===== src/rtl/scan_seq_8ch.sv =====
// Round-robin channel scan sequencer for an 8-to-1 nibble multiplexer: drives the select, dwells, samples.
// Optional peak tracker (peak / peak_ch outputs) is built only when SCAN_PEAK_EN is defined.
module scan_seq_8ch #(
  parameter int DWELL = 4
) (
  input  logic       clk,
  input  logic       rst_n,
  input  logic       start,
  input  logic       stop,
  input  logic [7:0] mask,
  input  logic [3:0] d,
  output logic       s2,
  output logic       s1,
  output logic       s0,
  output logic [3:0] q,
  output logic [2:0] ch,
  output logic       valid,
  output logic       sweep_done,
  output logic       busy
`ifdef SCAN_PEAK_EN
  ,
  output logic [3:0] peak,
  output logic [2:0] peak_ch
`endif
);

  typedef enum logic {IDLE = 1'b0, SCAN = 1'b1} state_t;

  localparam logic [3:0] LAST_CNT = 4'(DWELL - 1);

  function automatic logic [2:0] lowest_set(input logic [7:0] m);
    logic [2:0] idx;
    idx = 3'd0;
    for (int i = 7; i >= 0; i--) begin
      if (m[i]) begin
        idx = 3'(i);
      end
    end
    return idx;
  endfunction

  // Returns {wrap, index} of the next enabled channel above cur; a lone cur bit maps back to itself.
  function automatic logic [3:0] next_set(input logic [7:0] m, input logic [2:0] cur);
    logic [2:0] idx;
    logic [2:0] cand;
    logic       found;
    idx   = cur;
    found = 1'b0;
    for (int i = 1; i <= 8; i++) begin
      cand = cur + 3'(i);
      if (m[cand] && !found) begin
        idx   = cand;
        found = 1'b1;
      end
    end
    return {(idx <= cur), idx};
  endfunction

  state_t     state_q, state_d;
  logic [2:0] sel_q, sel_d;
  logic [3:0] cnt_q, cnt_d;
  logic [3:0] q_q, q_d;
  logic [2:0] ch_q, ch_d;
  logic       valid_q, valid_d;
  logic       sweep_q, sweep_d;
  logic       busy_q, busy_d;
  logic [3:0] adv_s;
`ifdef SCAN_PEAK_EN
  logic [3:0] peak_q, peak_d;
  logic [2:0] peak_ch_q, peak_ch_d;
`endif

  // Next-state, select, sample and pulse logic.
  always_comb begin
    state_d   = state_q;
    sel_d     = sel_q;
    cnt_d     = cnt_q;
    q_d       = q_q;
    ch_d      = ch_q;
    valid_d   = 1'b0;
    sweep_d   = 1'b0;
`ifdef SCAN_PEAK_EN
    peak_d    = peak_q;
    peak_ch_d = peak_ch_q;
`endif
    adv_s     = next_set(mask, sel_q);
    case (state_q)
      IDLE: begin
        if (stop) begin
          cnt_d = 4'd0;
        end else if (start && (mask != 8'd0)) begin
          state_d = SCAN;
          sel_d   = lowest_set(mask);
          cnt_d   = 4'd0;
`ifdef SCAN_PEAK_EN
          peak_d    = 4'd0;
          peak_ch_d = 3'd0;
`endif
        end else begin
          cnt_d = 4'd0;
        end
      end
      SCAN: begin
        if (stop) begin
          state_d = IDLE;
          cnt_d   = 4'd0;
        end else if (cnt_q == LAST_CNT) begin
          cnt_d   = 4'd0;
          q_d     = d;
          ch_d    = sel_q;
          valid_d = 1'b1;
`ifdef SCAN_PEAK_EN
          if (d > peak_q) begin
            peak_d    = d;
            peak_ch_d = sel_q;
          end else begin
            peak_d    = peak_q;
            peak_ch_d = peak_ch_q;
          end
`endif
          // An empty mask ends the scan after this last sample; the select is left where it was.
          if (mask == 8'd0) begin
            state_d = IDLE;
          end else begin
            sel_d   = adv_s[2:0];
            sweep_d = adv_s[3];
          end
        end else begin
          cnt_d = cnt_q + 4'd1;
        end
      end
      default: begin
        state_d = IDLE;
        cnt_d   = 4'd0;
      end
    endcase
    busy_d = (state_d == SCAN);
  end

  // State and output registers.
  always_ff @(posedge clk or negedge rst_n) begin
    if (!rst_n) begin
      state_q   <= IDLE;
      sel_q     <= 3'd0;
      cnt_q     <= 4'd0;
      q_q       <= 4'd0;
      ch_q      <= 3'd0;
      valid_q   <= 1'b0;
      sweep_q   <= 1'b0;
      busy_q    <= 1'b0;
`ifdef SCAN_PEAK_EN
      peak_q    <= 4'd0;
      peak_ch_q <= 3'd0;
`endif
    end else begin
      state_q   <= state_d;
      sel_q     <= sel_d;
      cnt_q     <= cnt_d;
      q_q       <= q_d;
      ch_q      <= ch_d;
      valid_q   <= valid_d;
      sweep_q   <= sweep_d;
      busy_q    <= busy_d;
`ifdef SCAN_PEAK_EN
      peak_q    <= peak_d;
      peak_ch_q <= peak_ch_d;
`endif
    end
  end

  assign s2         = sel_q[2];
  assign s1         = sel_q[1];
  assign s0         = sel_q[0];
  assign q          = q_q;
  assign ch         = ch_q;
  assign valid      = valid_q;
  assign sweep_done = sweep_q;
  assign busy       = busy_q;
`ifdef SCAN_PEAK_EN
  assign peak       = peak_q;
  assign peak_ch    = peak_ch_q;
`endif

endmodule


===== config.mk =====
export PLATFORM = sky130hd
export DESIGN_NAME = scan_seq_8ch
export DESIGN_NICKNAME = d
export VERILOG_FILES = /design/src/rtl/scan_seq_8ch.sv
export SDC_FILE = /design/constraint.sdc
export NUM_CORES = 1
export LEC_CHECK = 0
export CAP_MARGIN = 25
export CORE_UTILIZATION = 59
export DETAILED_ROUTE_END_ITERATION = 8
export PLACE_DENSITY = 0.87
export SLEW_MARGIN = 20
export SYNTH_ARGS = -nofsm -noshare
export SYNTH_HDL_FRONTEND = slang
export SYNTH_SLANG_ARGS = --single-unit

===== constraint.sdc =====
create_clock -name clk -period 11.4 [get_ports clk]
set_input_delay 1.14 -clock clk [delete_from_list [all_inputs] [get_ports clk]]
set_output_delay 1.14 -clock clk [all_outputs]
set_load 0.01 [all_outputs]

==> key figures, run 1 <==
Outcome
  • Status: finished, violations left
  • Violated checks: DRC

Global route
  • Vias in the first global route: 1,635
  • First-pass GRT wire length: 7.82 mm
  • Gr usage total: 30.4%
  • Gr ovfl total: 0
  • Antenna violations before repair: 0
  • Pin count of the biggest net entering global routing: 21

Worst setup path
  • CP Class: register to register
  • Setup crit start kind: register
  • CP Capture Type: register
  • Worst setup endpoint: sweep_done
  • Worst r2r src: sel_q[0]
  • R2R setup slack: 6.27 ns
  • CP Launch Point: sel_q[0]
  • Critical path required time: 11.64 ns
  • RR Endpoint: sweep_done
  • Worst Path Arrival: 5.37 ns
  • R2R cell count: 13
  • Critical-path maximum fanout: 20

Logic synthesis
  • Number of flops mapped to enable cells by yosys: 0
  • Synthesized area: around 0.0018 mm2
  • Register area share after synthesis: 23.1%
  • Synth Warn #: 0
  • Avg Cell Area, Syn: 8.65 um2
  • Post-Synth Simple-Gate Area: 21.7%
  • Number of distinct library cells after synthesis: 49
  • Ys async rst share: between 90% and 100%
  • Post-Synth Adder-Cell Area: 4.08%
  • Synth Register Bits: 17
  • Net count after synthesis: 235
  • Synth Area in XOR/XNOR: 1.90%
  • Main synth FF type: dfrtp_1
  • Main combinational cell family by area after synthesis: multiplexers
  • Syn Inst Count: 213
  • Mux cell area share after synthesis: 25.2%
  • Complex-gate fraction of the synthesized area: 17.5%

Clock network
  • CTS tree: built
  • Post-CTS Setup Bufs: 0
  • Cts hold-fix bufs: 0
  • Clock sink count: 17
  • Root buffer cell: clkbuf_4
  • CTS Buf Count: 3
  • Max Buffers Root-to-Sink: 2
  • Htree depth: 1
  • Clk_lat worst skew: 0.29 ns
  • Post-CTS resize count: 0
  • Clock input transition at the sequential cells of the worst setup and hold paths: roughly 0.10 ns

Timing
  • Fin Clk Skew: roughly 0.01 ns
  • Post-route setup TNS: 0 ns
  • RSZ-0062 raised after global routing: no
  • Final hold slack: 0.475 ns
  • Hold Fails Final Rpt: 0
  • Period utilization: 45.0%
  • Final setup fails: 0
  • Max frequency: 195 MHz
  • Max-slew violations: 0
  • Tightest Pin Transition: 0.904 ns
  • Slew headroom: 39.7%
  • Minimum clock period after layout: 5.13 ns

Run
  • Max-cap violations: 0

Power
  • Clk network pwr share: 5.5%
  • Power share of the combinational group: between 70% and 80%
  • Internal: 295 uW
  • Switching Fraction: between 40% and 50%
  • P_sw: roughly 280 uW
  • Leakage Power: approximately 0.9 nW
  • Maximum VDD drop: 0.198 mV
  • Seq pwr share: 16.9%
  • PD cells: 271 mW/mm2

Drt
  • Routed WL: 4.69 mm
  • Mean routed wirelength per cell: approximately 18 um
  • Post-DRT Antenna Nets: 0
  • Number of remaining DRC errors: 4
  • Vias per cell: 6.79
  • DRT Pass-1 Iters: 7
  • Initial DRC count: approximately 150
  • Routed vias: 1,778

Finish
  • Non-Filler Instances: 262
  • FILL cells: between 200 and 250
  • Fin area: 0.00212 mm2
  • Final net count: 254
  • Ant. Diodes: 0
  • Layout cells sized above 1: 13.0%
  • Register area: 425 um2
  • Area grow syn2layout: 15.2%
  • Multi-input logic area: 0.00130 mm2

Placement
  • DP Area: roughly 0.0021 mm2
  • Routability Congestion: 0.922
  • Placed Cells: between 200 and 300
  • Dpl hpwl: around 3.6 mm
  • I/O Buffers: 28

Floorplan
  • Core ar.: 0.00285 mm2
  • Die height: 57.9 um
  • Ports: 29
  • Die Width: 57.9 um
  • Die area: 0.00335 mm2
  • Initial core utilization: 64.6%
  • FP Rows: 19

Min path
  • Hold WC Path Type: register to register
  • WHS Path Cells: 1
[critical path, cell delays in order (launching register included)]
cell and delay [ns]:
dfrtp_1 0.94, clkinv_1 0.48, ha_1 0.82, mux2_2 0.43, mux4_2 0.54, or4_1 0.66
a21oi_1 0.19, a211o_1 0.14, o21ai_0 0.10, ha_1 0.31, a21o_1 0.17, a21oi_1 0.15
a31oi_1 0.05, nor2_1 0.09
[metal layers]
| metal | track usage, % | vias to the layer above | share of wire [%] |
|---|---|---|---|
| li1 | - | 826 | - |
| met1 | 43.6 | 820 | 40 |
| met2 | 47.3 | 111 | 49 |
| met3 | 5.80 | 21 | 8.7 |
| met4 | 8.84 | 0 | 2.6 |
| met5 | 0 | - | 0 |
[cell type report]
type | instances | share of cell area [%]
tap | 31 | 1.83
clock inverter | 1 | 0.236
inverter | 13 | 2.30
timing repair buffer | 29 | 13.4
multi-input combinational | 168 | 61.1
clock buffer | 3 | 1.06
sequential | 17 | 20.0
[synth_stat cells (all sizes together) (2+ instances only)]
library cell / instances / area [um2]
nand2b: 5 / 31.3
o22ai: 3 / 18.8
and3b: 2 / 17.5
dfrtp: 17 / 425
a211o: 2 / 17.5
buf: 6 / 37.5
a31oi: 3 / 18.8
nand3b: 3 / 22.5
mux2i: 7 / 70.1
nor3: 7 / 35.0
or3: 3 / 18.8
o211a: 3 / 37.5
nor4: 2 / 12.5
nand3: 3 / 15.0
ha: 6 / 75.1
nand2: 30 / 113
and3: 3 / 18.8
or4: 2 / 15.0
clkbuf: 9 / 33.8
xor2: 2 / 17.5
nor2: 17 / 63.8
o21ai: 8 / 40.0
inv: 12 / 45.0
nor3b: 3 / 22.5
a21oi: 14 / 70.1
mux2: 11 / 124
mux4: 12 / 270
xnor2: 2 / 17.5
[metrics by stage]
step                total power, mW  utilization [%]  setup slack [ns]
global route                  0.622             74.4              5.96
CTS                           0.566             74.2              6.30
floorplan                     0.445                -              7.26
finish                        0.575             74.4              6.27
detailed placement            0.532             73.2              6.32
global placement              0.512             73.2              6.57
[power by group through the flow]
stage / clock network [mW] / registers [mW] / logic, mW
6_report: 0.0318 / 0.0974 / 0.446
3_5_place_dp: 0 / 0.0980 / 0.434
5_1_grt: 0.0353 / 0.100 / 0.486
2_1_floorplan: 0 / 0.0771 / 0.368
4_1_cts: 0.0326 / 0.0969 / 0.436
3_3_place_gp: 0 / 0.0967 / 0.415
[worst min path at each step]
| stage | start | endpoint | slack [ns] |
|---|---|---|---|
| floorplan | cnt_q[0] | cnt_q[0] | 0.44 |
| global placement | q[0] | q[0] | 0.46 |
| detailed placement | cnt_q[0] | cnt_q[0] | 0.46 |
| CTS | cnt_q[0] | cnt_q[0] | 0.48 |
| global route | cnt_q[0] | cnt_q[0] | 0.51 |
| finish | cnt_q[0] | cnt_q[0] | 0.48 |
[sequential cells by signal (all words and copies together) (netlist names)]
signal,flops
ch,3
q,4
valid,1
cnt_q,4
sel_q,3
busy,1
sweep_done,1
[cell families (layout without fill, tap and decap cells)]
kind of cell	after synthesis	in the layout
simple gates	82	82
compound gates	46	46
mux	30	30
buf+inv	28	46
flops	17	17
fa+ha+maj	6	6
xor+xnor	4	4
[cells in the final DEF (no fill, tap or decap), types with 2 or more instances in the layout]
cell type,count
a211o_1,2
a21oi_1,14
a31oi_1,3
and3_1,3
and3b_1,2
clkbuf_4,3
clkdlybuf4s50_1,28
dfrtp_1,17
ha_1,6
inv_1,12
mux2_2,10
mux2i_1,7
mux4_2,12
nand2_1,30
nand2b_1,5
nand3_1,3
nand3b_1,3
nor2_1,17
nor3_1,7
nor3b_1,3
nor4_1,2
o211a_1,2
o21ai_0,8
o22ai_1,3
or3_1,3
or4_1,2
xnor2_1,2
xor2_1,2
(Power assumes the default switching activity.)
==> run 2: changes to the inputs <==
- CORE_UTILIZATION: 59 -> 54
- PLACE_DENSITY: 0.87 -> 0.8
- clock period: 11.4 -> 4.75 ns (I/O delays scaled with it)
==> run 2 against run 1 <==
Compared with the run above: the flow now finishes without violations; sequential share of layout area decreased by 0.43 points; global-route usage decreased by 3.6 points; die area increased by 8.9%; wire length decreased by 7.3%; critical path depth unchanged; sequential power increased by 74%; fmax increased by 27%; critical path type unchanged; largest power group unchanged.
==> key figures, run 2 (synthesis gave the netlist of run 1 again) <==
Placement
  • Placed Cells: 274 (+6.6%)
  • Dpl hpwl: 3.34 mm (-6.4%)
  • Routability Congestion: 0.924 (+0.22%)
  • I/O Buffers: 28 (unchanged)

Drt
  • Mean routed wirelength per cell: 15.6 um (-13%)
  • Routed WL: 4.35 mm (-7.3%)
  • DRT Pass-1 Iters: 4 (-3)
  • Number of remaining DRC errors: 0 (-4)
  • Post-DRT Antenna Nets: 0 (unchanged)
  • Routed vias: 1,715 (-3.5%)
  • Vias per cell: 6.15 (-9.4%)
  • Initial DRC count: 126 (-14%)

Worst setup path
  • CP Launch Point: sel_q[0]
  • Crit path cell chain: clkinv_1 > ha_1 > mux2_2 > mux4_2 > or4_1 > a21oi_1 > a211o_1 > o21ai_0 > ha_1 > a21o_1 > a21oi_1 > a31oi_1 > nor2_1
  • CP Capture Type: register
  • Critical-path maximum fanout: 10 (-50%)
  • Worst Path Arrival: 4.26 ns (-1.11 ns)
  • Setup crit start kind: register
  • Worst Path Buf+Inv: 1 (unchanged)
  • Critical path required time: 4.98 ns (-6.66 ns)
  • Worst r2r src: sel_q[0]
  • CP Class: register to register
  • Critical-path top delay cell: or4_1
  • CP top delay family: multiplexers
  • CP max stage delay: 0.67 ns (-0.27 ns)

Global route
  • Gr usage total: 26.8% (-3.6 points)
  • Gr ovfl total: 0 (unchanged)
  • Pin count of the biggest net entering global routing: 20 (-4.8%)
  • Vias in the first global route: 1,476 (-9.7%)
  • Antenna violations before repair: 0 (unchanged)
  • First-pass GRT wire length: 7.29 mm (-6.7%)

Timing
  • Minimum clock period after layout: 4.03 ns (-1.10 ns)
  • RSZ-0062 raised after global routing: no
  • Final hold slack: 0.488 ns (+0.0130 ns)
  • Max-slew violations: 0 (unchanged)
  • Tightest Pin Transition: 0.737 ns (-0.168 ns)
  • Period utilization: 84.8% (+40 points)
  • Hold Fails Final Rpt: 0 (unchanged)
  • Max frequency: 248 MHz (+27%)
  • Fin Clk Skew: 0.00241 ns (-0.00769 ns)
  • Slew headroom: 50.7% (+11 points)
  • Post-route setup TNS: 0 ns (unchanged)
  • Final setup fails: 0 (unchanged)

Power
  • PD cells: 642 mW/mm2 (+140%)
  • Leakage Power: 0.925 nW (+2.1%)
  • Internal: 729 uW (+150%)
  • Seq pwr share: 12.1% (-4.8 points)
  • Maximum VDD drop: 0.408 mV (+110%)
  • P_sw: 662 uW (+140%)
  • Clk network pwr share: 5.6% (about the same)
  • Power share of the combinational group: 82.3% (+4.8 points)
  • Switching Fraction: 47.6% (-1.2 points)
  • Total Power: 1.39 mW (+140%)

Clock network
  • Max Buffers Root-to-Sink: 2 (unchanged)
  • Clock sink count: 17 (unchanged)
  • Cts hold-fix bufs: 0 (unchanged)
  • Root buffer cell: clkbuf_4
  • Post-CTS resize count: 0 (unchanged)
  • Clock input transition at the sequential cells of the worst setup and hold paths: 0.10 ns (about the same)
  • Clk_lat worst skew: 0.29 ns (about the same)
  • CTS tree: built
  • Htree depth: 1 (unchanged)
  • CTS Buf Count: 3 (unchanged)
  • Post-CTS Setup Bufs: 0 (unchanged)

Finish
  • Area grow syn2layout: 17.7%
  • Final core utilization: 68.8% (-5.6 points)
  • Most frequent cells in the layout: nand2_1 (30), clkdlybuf4s50_1 (28), nor2_1 (17), dfrtp_1 (17), a21oi_1 (14)
  • Layout cells sized above 1: 14.5% (+1.5 points)
  • Non-Filler Instances: 279 (+6.5%)
  • Final net count: 258 (+1.6%)
  • Ant. Diodes: 0 (unchanged)
  • Commonest non-fill, non-tap cell in the layout: nand2_1

Floorplan
  • Die height: 60.4 um (+4.4%)
  • Initial core utilization: 58.4% (-6.1 points)
  • Die Width: 60.4 um (+4.4%)
  • Ports: 29 (unchanged)
  • FP Rows: 20 (+1)
  • Core ar.: 0.00315 mm2 (+11%)
  • Die area: 0.00365 mm2 (+8.9%)

Min path
  • Hold Path Origin: ch[2]
  • Hold WC Path Type: register to register

Outcome
  • Status: complete, no violations

Run
  • Max-cap violations: 0 (unchanged)
[run 2: cell count changes in the layout (fill, tap and decap cells not counted), sizes merged]
| cell | change |
|---|---|
| buf | +4 |
[run 2: worst paths after layout]
path	to	slack, ns	depth (start not counted)
min	ch[2]	0.49	2
min reg2reg	ch[2]	0.49	2
min in group asynchronous	valid	0.61	1
max in group asynchronous	sel_q[2]	3.68	1
max reg2reg	sweep_done	0.72	13
max	sweep_done	0.72	13
[run 2: stage by stage]
| stage | setup slack (ns) | area [um2] |
|---|---|---|
| 3_5_place_dp | 0.773 | 2140 |
| 5_1_grt | 0.465 | 2170 |
| 3_3_place_gp | 0.947 | 2140 |
| 6_report | 0.722 | 2170 |
| 4_1_cts | 0.756 | 2160 |
| 2_1_floorplan | 0.612 | 1840 |
[run 2: worst register-to-register path, stage by stage, from the launching register on]
cell and delay (ns):
dfrtp_1 0.36, clkinv_1 0.26, ha_1 0.59, mux2_2 0.41
mux4_2 0.53, or4_1 0.67, a21oi_1 0.17, a211o_1 0.14
o21ai_0 0.09, ha_1 0.31, a21o_1 0.17, a21oi_1 0.13
a31oi_1 0.05, nor2_1 0.09
[run 2: final cells by class]
| cell class | instances | area, um2 |
|---|---|---|
| multi-input cells | 168 | 1300 |
| fillers | 284 | 985 |
| flip-flops and latches | 17 | 425 |
| repair buffers | 33 | 315 |
| well taps | 44 | 55.1 |
| inverters | 13 | 48.8 |
| clock buffers | 3 | 22.5 |
| clock inverters | 1 | 5.00 |
[run 2: metal layers]
layer	part of all wire [%]	track usage [%]	up-vias
met5	0	0	-
met3	6.6	5.33	0
met2	47	39.4	61
met4	0	1.33	0
met1	46	42.7	821
li1	-	-	833
[run 2: power groups by stage]
stage               Combinational (mW)  Sequential, mW  Clock [mW]
floorplan                        0.882           0.185           0
global placement                  1.10           0.171           0
finish                            1.15           0.169      0.0777
CTS                               1.13           0.169      0.0808
global route                      1.25           0.171      0.0890
detailed placement                1.12           0.172           0
==> run 3: changes to the inputs <==
- CORE_UTILIZATION: 54 -> 49
- PLACE_DENSITY: 0.8 -> 0.77
- clock period: 4.75 -> 3.6 ns (I/O delays scaled with it)
==> run 3 against run 2 <==
Compared with the run above: clock skew increased by 0.0028 ns; first-iteration DRC count increased by 3.2%; worst hold slack got worse by 0.017 ns; sequential cell count unchanged; total power increased by 59%; register-to-register slack got worse by 0.55 ns; critical path depth decreased by 1; die area increased by 9.9%; clock-buffer cell count unchanged; global-route usage decreased by 1.5 points; core utilization increased by 0.39 points; combinational power increased by 58%; largest cell class unchanged.
==> key figures, run 3 (synthesis gave the netlist of run 1 again) <==
Outcome
  • Status: complete, no violations

Floorplan
  • Initial core utilization: 53.1% (-5.3 points)
  • FP Rows: 21 (+5.0%)
  • Core ar.: 0.00347 mm2 (+10%)
  • Die area: 0.00401 mm2 (+9.9%)
  • Ports: 29 (unchanged)
  • Die Width: 63.3 um (+4.8%)
  • Die height: 63.3 um (+4.8%)

Worst setup path
  • R2R setup slack: 0.17 ns (-0.55 ns)
  • CP Launch Point: sel_q[0]
  • Stages on worst setup path: 12 (-1)
  • CP top delay family: multiplexers
  • CP Class: register to register
  • Worst r2r src: sel_q[0]
  • CP Capture Type: register
  • Critical-path top delay cell: or4_4
  • Worst setup endpoint: sweep_done
  • Worst Path Buf+Inv: 1 (unchanged)
  • Worst Path Arrival: 3.61 ns (-0.65 ns)
  • Crit path cell chain: clkinv_8 > ha_4 > mux2_4 > mux4_2 > or4_4 > a211o_1 > o21ai_1 > ha_1 > a21o_1 > a21oi_2 > a31oi_1 > nor2_1
  • Critical path required time: 3.78 ns (-1.20 ns)
  • CP max stage delay: 0.59 ns (-0.08 ns)
  • RR Endpoint: sweep_done
  • R2R cell count: 12 (-1)
  • Critical-path maximum fanout: 6 (-4)
  • Setup crit start kind: register

Drt
  • Routed vias: 1,808 (+5.4%)
  • Initial DRC count: 130 (+3.2%)
  • DRT Pass-1 Iters: 4 (unchanged)
  • Mean routed wirelength per cell: 16.5 um (+5.9%)
  • Vias per cell: 6.11 (-0.63%)
  • Routed WL: 4.88 mm (+12%)
  • Number of remaining DRC errors: 0 (unchanged)
  • Post-DRT Antenna Nets: 0 (unchanged)

Timing
  • Period utilization: 95.3% (+11 points)
  • Tightest Pin Transition: 1.03 ns (+0.298 ns)
  • Slew headroom: 30.5% (-20 points)
  • Final hold slack: 0.471 ns (-0.0174 ns)
  • Worst Setup Slack, final: 0.169 ns (-0.553 ns)
  • Max frequency: 291 MHz (+17%)
  • Minimum clock period after layout: 3.43 ns (-0.597 ns)
  • Final setup fails: 0 (unchanged)
  • Post-route setup TNS: 0 ns (unchanged)
  • Max-slew violations: 0 (unchanged)
  • Hold Fails Final Rpt: 0 (unchanged)
  • RSZ-0062 raised after global routing: no
  • Fin Clk Skew: 0.00519 ns (+0.00277 ns)

Clock network
  • Clk_lat worst skew: 0.25 ns (-0.04 ns)
  • CTS tree: built
  • Clock input transition at the sequential cells of the worst setup and hold paths: 0.07 ns (-0.03 ns)
  • Clock sink count: 17 (unchanged)
  • Htree depth: 1 (unchanged)
  • Max Buffers Root-to-Sink: 2 (unchanged)
  • Root buffer cell: clkbuf_8
  • CTS Buf Count: 3 (unchanged)

Power
  • Leakage Power: 1.04 nW (+13%)
  • Maximum VDD drop: 0.450 mV (+10%)
  • PD cells: 921 mW/mm2 (+44%)

Placement
  • Placed Cells: 288 (+5.1%)
  • I/O Buffers: 28 (unchanged)
  • Post-Place Worst Slack: -0.00454 ns (-0.777 ns)
  • Routability Congestion: 0.873 (-5.5%)
  • Dpl hpwl: 3.57 mm (+6.8%)

Global route
  • Antenna violations before repair: 0 (unchanged)
  • Vias in the first global route: 1,687 (+14%)
  • Gr usage total: 25.4% (-1.5 points)
  • First-pass GRT wire length: 8.11 mm (+11%)
  • Pin count of the biggest net entering global routing: 20 (unchanged)
  • Gr ovfl total: 0 (unchanged)

Min path
  • Hold WC Path Type: register to register
  • WHS Path Cells: 1 (-1)

Finish
  • Most frequent cells in the layout: nand2_1 (30), clkdlybuf4s50_1 (28), nor2_1 (17), buf_4 (17), dfrtp_1 (16)
  • Layout cells sized above 1: 24.0% (+9.5 points)
  • Commonest non-fill, non-tap cell in the layout: nand2_1
  • Ant. Diodes: 0 (unchanged)
  • Final core utilization: 69.2% (+0.39 points)
  • Final net count: 273 (+5.8%)
  • Area grow syn2layout: 30.2%
  • Non-Filler Instances: 296 (+6.1%)

Run
  • Max-cap violations: 0 (unchanged)
==> run 3: what timing repair did <==
item | in CTS | in global routing
hold buffers | 0 | 0
setup buffers | 0 | 4
gates resized for setup | 0 | 10
endpoints found under the setup margin | 0 | 1
==> run 3: per-stage QoR <==
step | instance area [um2] | total power, mW
2_1_floorplan | 1920 | 1.51
3_3_place_gp | 2280 | 1.83
3_5_place_dp | 2280 | 1.87
4_1_cts | 2330 | 2.02
5_1_grt | 2400 | 2.39
6_report | 2400 | 2.21
==> run 3: report_power, final <==
group	internal (mW)	total [mW]	switching [mW]
registers	0.212	0.245	0.0326
clock network	0.0767	0.141	0.0645
logic	0.923	1.82	0.900
==> run 3: worst min-delay path by stage <==
stage	from	endpoint	slack [ns]
global placement	q[0]	q[0]	0.46
floorplan	rst_n	busy	0.06
CTS	cnt_q[0]	cnt_q[0]	0.48
detailed placement	q[0]	q[0]	0.46
global route	q[0]	q[0]	0.50
finish	cnt_q[0]	cnt_q[0]	0.47
==> run 3: per-layer routing <==
metal,vias up,track usage (%),wire length [um]
met4,0,3.98,43
met5,-,0,0
met1,890,37.0,2180
li1,861,-,-
met3,4,4.89,268
met2,53,39.5,2400
==> run 3: cell type report <==
type	count	area, um2
clock buffer	3	41.3
clock inverter	1	5.00
fill	291	1070
inverter	13	61.3
multi-input combinational	168	1360
sequential	17	427
tap	46	57.6
timing repair buffer	48	450
